[src/rtl/mem_port_arbiter_pkg.sv]
// Shared definitions for the unified-memory port arbiter.
// Contents:
//   arb_state_e : FSM state encoding (IDLE / BUSY / DONE)
//   PORT_IF     : port ID of the instruction-fetch requester (port 0)
//   PORT_MEM    : port ID of the data-access requester (port 1)
//   rr_pick     : round-robin choice between the two request lines
package mem_port_arbiter_pkg;

  typedef enum logic [1:0] {
    ST_IDLE = 2'd0,
    ST_BUSY = 2'd1,
    ST_DONE = 2'd2
  } arb_state_e;

  localparam logic PORT_IF  = 1'b0;
  localparam logic PORT_MEM = 1'b1;

  // Winner among the active requests. On a tie the port that did not win
  // the previous transaction is chosen. Only meaningful when at least one
  // request is high.
  function automatic logic rr_pick(input logic req0, input logic req1,
                                   input logic last_grant);
    if (req0 && req1) return ~last_grant;
    return req1 ? PORT_MEM : PORT_IF;
  endfunction

endpackage

[src/rtl/arb_timeout_counter.sv]
// Watchdog counter for the arbiter's BUSY state.
// Ports:
//   clk_i, rst_i : clock, asynchronous active-high reset
//   clear_i      : force the count back to zero (has priority over enable)
//   enable_i     : advance the count by one
//   expired_o    : count has reached TIMEOUT-1, i.e. this is the last cycle
//                  the memory is allowed to acknowledge in
module arb_timeout_counter #(
  parameter int TIMEOUT = 15
) (
  input  logic clk_i,
  input  logic rst_i,
  input  logic clear_i,
  input  logic enable_i,
  output logic expired_o
);

  localparam int CNT_W = $clog2(TIMEOUT + 1);

  logic [CNT_W-1:0] count_q;
  logic [CNT_W-1:0] count_d;

  always_comb begin
    count_d = count_q;
    if (clear_i)       count_d = '0;
    else if (enable_i) count_d = count_q + 1'b1;
  end

  always_ff @(posedge clk_i or posedge rst_i) begin
    if (rst_i) count_q <= '0;
    else       count_q <= count_d;
  end

  assign expired_o = (count_q == CNT_W'(TIMEOUT - 1));

endmodule

[src/rtl/mem_port_arbiter.sv]
// Arbiter sharing one single-ported memory between instruction fetch
// (port 0) and data access (port 1), with round-robin tie breaking and a
// watchdog that aborts transactions the memory never acknowledges.
//
// Handshake: a requester raises reqN_i and holds it (with a stable command)
// until it sees its one-cycle ackN_o; err_o/rdata_o are valid only in that
// ack cycle. The memory side sees mem_req_o high for the whole BUSY phase
// and answers with a single-cycle mem_ack_i (read data alongside it).
//
// Ports:
//   clk_i, rst_i                 : clock, asynchronous active-high reset
//   req0_i, addr0_i              : fetch port request (read only)
//   req1_i, addr1_i, we1_i,
//   wdata1_i                     : data port request
//   ack0_o, ack1_o, err_o,
//   rdata_o                      : completion pulse, timeout flag, read data
//   sel_o                        : current grant, drives the address mux
//   mem_req_o, mem_addr_o,
//   mem_we_o, mem_wdata_o        : latched command to the memory
//   mem_ack_i, mem_rdata_i       : memory completion and read data
//   state_o                      : FSM state for debug/observation
module mem_port_arbiter
  import mem_port_arbiter_pkg::*;
#(
  parameter int ADDR_W  = 32,
  parameter int DATA_W  = 32,
  parameter int TIMEOUT = 15
) (
  input  logic              clk_i,
  input  logic              rst_i,
  input  logic              req0_i,
  input  logic [ADDR_W-1:0] addr0_i,
  input  logic              req1_i,
  input  logic [ADDR_W-1:0] addr1_i,
  input  logic              we1_i,
  input  logic [DATA_W-1:0] wdata1_i,
  output logic              ack0_o,
  output logic              ack1_o,
  output logic              err_o,
  output logic [DATA_W-1:0] rdata_o,
  output logic              sel_o,
  output logic              mem_req_o,
  output logic [ADDR_W-1:0] mem_addr_o,
  output logic              mem_we_o,
  output logic [DATA_W-1:0] mem_wdata_o,
  input  logic              mem_ack_i,
  input  logic [DATA_W-1:0] mem_rdata_i,
  output logic [1:0]        state_o
);

  arb_state_e        state_q;
  logic              last_grant_q;
  logic              sel_q;
  logic              mem_req_q;
  logic              ack0_q;
  logic              ack1_q;
  logic              err_q;
  logic [DATA_W-1:0] rdata_q;
  logic [ADDR_W-1:0] addr_q;
  logic              we_q;
  logic [DATA_W-1:0] wdata_q;

  logic grant_d;
  logic expired;

  assign grant_d = rr_pick(req0_i, req1_i, last_grant_q);

  // The count stays at zero outside BUSY, so every transaction starts
  // its watchdog from scratch without an explicit clear on grant.
  arb_timeout_counter #(
    .TIMEOUT(TIMEOUT)
  ) u_timeout (
    .clk_i     (clk_i),
    .rst_i     (rst_i),
    .clear_i   (state_q != ST_BUSY),
    .enable_i  ((state_q == ST_BUSY) && !mem_ack_i),
    .expired_o (expired)
  );

  always_ff @(posedge clk_i or posedge rst_i) begin
    if (rst_i) begin
      state_q      <= ST_IDLE;
      last_grant_q <= PORT_MEM;  // so port 0 wins the first tie
      sel_q        <= PORT_IF;
      mem_req_q    <= 1'b0;
      ack0_q       <= 1'b0;
      ack1_q       <= 1'b0;
      err_q        <= 1'b0;
      rdata_q      <= '0;
      addr_q       <= '0;
      we_q         <= 1'b0;
      wdata_q      <= '0;
    end else begin
      case (state_q)
        ST_IDLE: begin
          if (req0_i || req1_i) begin
            sel_q     <= grant_d;
            addr_q    <= grant_d ? addr1_i : addr0_i;
            we_q      <= grant_d & we1_i;
            wdata_q   <= grant_d ? wdata1_i : '0;
            mem_req_q <= 1'b1;
            state_q   <= ST_BUSY;
          end
        end
        ST_BUSY: begin
          // A memory ack in the final watchdog cycle still counts as success.
          if (mem_ack_i || expired) begin
            mem_req_q <= 1'b0;
            ack0_q    <= (sel_q == PORT_IF);
            ack1_q    <= (sel_q == PORT_MEM);
            err_q     <= ~mem_ack_i;
            rdata_q   <= (mem_ack_i && !we_q) ? mem_rdata_i : '0;
            state_q   <= ST_DONE;
          end
        end
        ST_DONE: begin
          ack0_q       <= 1'b0;
          ack1_q       <= 1'b0;
          last_grant_q <= sel_q;
          state_q      <= ST_IDLE;
        end
        default: state_q <= ST_IDLE;
      endcase
    end
  end

  assign ack0_o      = ack0_q;
  assign ack1_o      = ack1_q;
  assign err_o       = err_q;
  assign rdata_o     = rdata_q;
  assign sel_o       = sel_q;
  assign mem_req_o   = mem_req_q;
  assign mem_addr_o  = addr_q;
  assign mem_we_o    = we_q;
  assign mem_wdata_o = wdata_q;
  assign state_o     = state_q;

endmodule
[config.mk]
export PLATFORM = sky130hd
export DESIGN_NAME = mem_port_arbiter
export DESIGN_NICKNAME = d
export VERILOG_FILES = /design/src/rtl/mem_port_arbiter_pkg.sv /design/src/rtl/arb_timeout_counter.sv /design/src/rtl/mem_port_arbiter.sv
export SDC_FILE = /design/constraint.sdc
export NUM_CORES = 1
export LEC_CHECK = 0
export BUFFER_PORTS_ARGS = -buffer_cell sky130_fd_sc_hd__buf_2
export CAP_MARGIN = 20
export CORE_UTILIZATION = 49
export DETAILED_ROUTE_END_ITERATION = 10
export MAX_ROUTING_LAYER = met4
export PLACE_DENSITY = 0.94
export SLEW_MARGIN = 10
export SYNTH_ARGS = -nofsm -noshare
export SYNTH_HDL_FRONTEND = slang
export SYNTH_SLANG_ARGS = --single-unit
[constraint.sdc]
create_clock -name clk_i -period 6.1 [get_ports clk_i]
set_clock_uncertainty 0.1 [all_clocks]
set_input_delay 0.61 -clock clk_i [delete_from_list [all_inputs] [get_ports clk_i]]
set_output_delay 0.61 -clock clk_i [all_outputs]
set_load 0.03 [all_outputs]
==> run_results.csv <==
group,metric,value,unit
route,ant_nets,0,
sta,fin_crit_sh,0.383,
finish,stdcell_count,648,
logic_synthesis,synth_top_flop_cell,"dfrtp_1",
clock_tree,clock_latency,360,ps
setup_path,start_kind,"register",
die,core,8850,sq um
logic_synthesis,synth_edf_count,0,
route,vias,3402,
global_routing,grt_max_degree,63,
sta,rsz0062_at_grt,"false",
sta,fin_tns_setup,0,ps
clock_tree,cts_tree,"built",
die,dieWidth,98.3,microns
setup_path,r2r_start,"last_grant_q",
sta,hold_violations,0,
global_routing,grtUsageTotal,0.237,
die,start_util,0.514,
logic_synthesis,synth_area,4550,sq um
logic_synthesis,synth-async-reset-ratio,1.00,
sta,slew_violations,0,
logic_synthesis,synth_cell_type_count,31,
placed_design,gp_congestion,0.795,
global_routing,grt_pass1_wl,17.2,mm
die,die_area,9670,sq um
logic_synthesis,syn_area_per_cell,14.9,sq um
logic_synthesis,seq_area_frac_synth,0.600,
setup_path,slowest_stage,"a21bo_2",
power_and_ir_drop,power_leakage,3.27,nW
sta,slew_headroom,0.274,
clock_tree,cts.path.max_buffers,2,
route,first_pass_iters,8,
global_routing,met1_usage,0.275,
die,die_h,98.3,microns
placed_design,dp_cells,630,
global_routing,gr-usage-met3,0.0537,
sta,worst_slew_pin_slew,1090,ps
sta,period_minus_slack,2340,ps
setup_path,worstSetupPathType,"register to register",
global_routing,grt.busiest_layer,"met2",
global_routing,grt.overflow.total,0,
route,wl_per_cell,17.0,microns
power_and_ir_drop,power_density,556,nW/um^2
finish,syn2layout_area_growth,32.2,%
route,route.detailed.drc,18,
logic_synthesis,synth.area.top_cells,"dfrtp_1 (59%), a22o_1 (13%), mux2_4 (9.9%)",
die,io_pins,238,
clock_tree,root_buffer,"clkbuf_8",
min_path,min_path_type,"input pin to asynchronous set/reset pin",
status,status,"complete, but fails checks",
logic_synthesis,yosysMostFrequentCell,"dfrtp_1",
placed_design,hpwl,8.18,mm
setup_path,crit_required,6250,ps
finish,diodes,0,
clock_tree,cts_buffers,9,
setup_path,path_max_fanout,32,
route,wl,11.0,mm
global_routing,grt_pass1_vias,3533,
route,drt-vias-per-instance,5.25,
setup_path,max_stage_delay,850,ps
setup_path,critPathArrivalTime,2490,ps
clock_tree,cts_sinks,109,
finish,post-route-util,0.679,
logic_synthesis,synth_top_area_share,0.594,
clock_tree,ctsHoldBuffers,0,
global_routing,gr-usage-met2,0.403,
route,drtIter0Drc,107,
finish,num-fill-cells,654,
finish,drive_gt1_frac,0.609,
logic_synthesis,syn_inst,305,
setup_path,cp_cell_sequence,"a21bo_2 > mux2_2 > mux2_2",
clock_tree,h-tree-depth,3,
setup_path,crit_top_cell,"mux2_2",
global_routing,grt_antenna_before_repair,0,
sta,setup_viol,0,
logic_synthesis,synth_warnings,0,
finish,nets,671,
clock_tree,cts_resized,0,
setup_path,worstSetupEndpointType,"register",
logic_synthesis,yosysTopAreaCell,"dfrtp_1",
status,violations,"DRC",
power_and_ir_drop,ir_worst_vdd,0.000289,V
clock_tree,cts_setup_buffers,0,
die,rows,34,
logic_synthesis,syn_nets,441,
run,max-cap-violations,0,
sta,fmax,0.428,GHz
power_and_ir_drop,total_power,3.34,mW
setup_path,worstSetupStartpoint,"last_grant_q",
placed_design,portBuffers,237,
logic_synthesis,yosys-top-cells-count,"dfrtp_1 (108), a22o_1 (65), mux2_2 (34)",
clock_tree,clkTransAtPathRegs,110,ps
logic_synthesis,ys_ff_latch,109,
layout make-up:
| class | count | area [sq um] | area share |
|---|---|---|---|
| Clock inverter | 6 | 78.8 | 0.0131 |
| Sequential cell | 109 | 2730 | 0.454 |
| Inverter | 8 | 32.5 | 0.00541 |
| Multi-Input combinational cell | 166 | 1670 | 0.278 |
| Tap cell | 108 | 135 | 0.0225 |
| Clock buffer | 10 | 138 | 0.0229 |
| Timing Repair Buffer | 241 | 1230 | 0.204 |
stage by stage:
step                      area, sq um  setup slack, ps  hold slack, ps
after floorplan                  4550             2520             378
after global placement           5770             3580             378
after detailed placement         5770             3520             380
after CTS                        5980             3750             209
after global routing             6010             3680             231
final                            6010             3760             208
cell families after synthesis:
group,after synthesis,synth area share
multiplexers,64,0.183
XOR/XNOR,3,0.00578
adder cells (fa/ha/maj),2,0.00550
buffers and inverters,30,0.0366
flip-flops,109,0.600
AO/OA/AOI/OAI,81,0.149
AND/OR/NAND/NOR,16,0.0195
state kept, by name, summed over array words and instances (netlist names):
register	count
mem_addr_o	32
mem_wdata_o	32
rdata_o	32
u_timeout.count_q	4
state_o	2
ack0_o	1
ack1_o	1
err_o	1
last_grant_q	1
mem_req_o	1
mem_we_o	1
sel_o	1
worst max-delay path: cells and delay by family (launching register included):
family / cells / cell delay (ps)
DFF: 1 / 570
muxes: 2 / 670
AOI/OAI and AO/OA: 1 / 850
layer usage:
metal	part of all wire	up-vias	routed length, microns
met5	0	-	0
met4	0.018	0	195
met3	0.068	19	748
met2	0.52	177	5680
met1	0.40	1621	4390
li1	-	1585	-
path summary, 6_finish.rpt:
check                            endpoint  slack [ps]  depth (start not counted)
setup / recovery           mem_addr_o[30]        3760                          3
hold / removal                 rdata_o[2]         210                          2
setup reg to reg           mem_addr_o[30]        3760                          3
hold reg to reg               rdata_o[11]         410                          1
max in group asynchronous  mem_addr_o[23]        4520                          3
min in group clk_i         mem_wdata_o[7]         350                          2
placed cells by master (no fill, tap or decap), types with 2 or more instances in the layout:
master / count
ha_1: 2
a22o_1: 65
xor2_1: 2
mux2_2: 34
a21oi_1: 2
clkinv_4: 2
buf_4: 2
nor2b_1: 4
nor2_1: 6
buf_2: 237
a21bo_2: 2
dfrtp_1: 108
mux2_4: 30
inv_8: 2
clkbuf_8: 10
o21ai_0: 2
o22ai_1: 2
a31oi_1: 2
nand2_1: 2
inv_1: 7
where the power goes:
part           internal, mW  switching [mW]
registers              1.03           0.178
clock network         0.210           0.257
logic                 0.603            1.06
total                  1.85            1.50
Power figures use the tool's default switching activity.
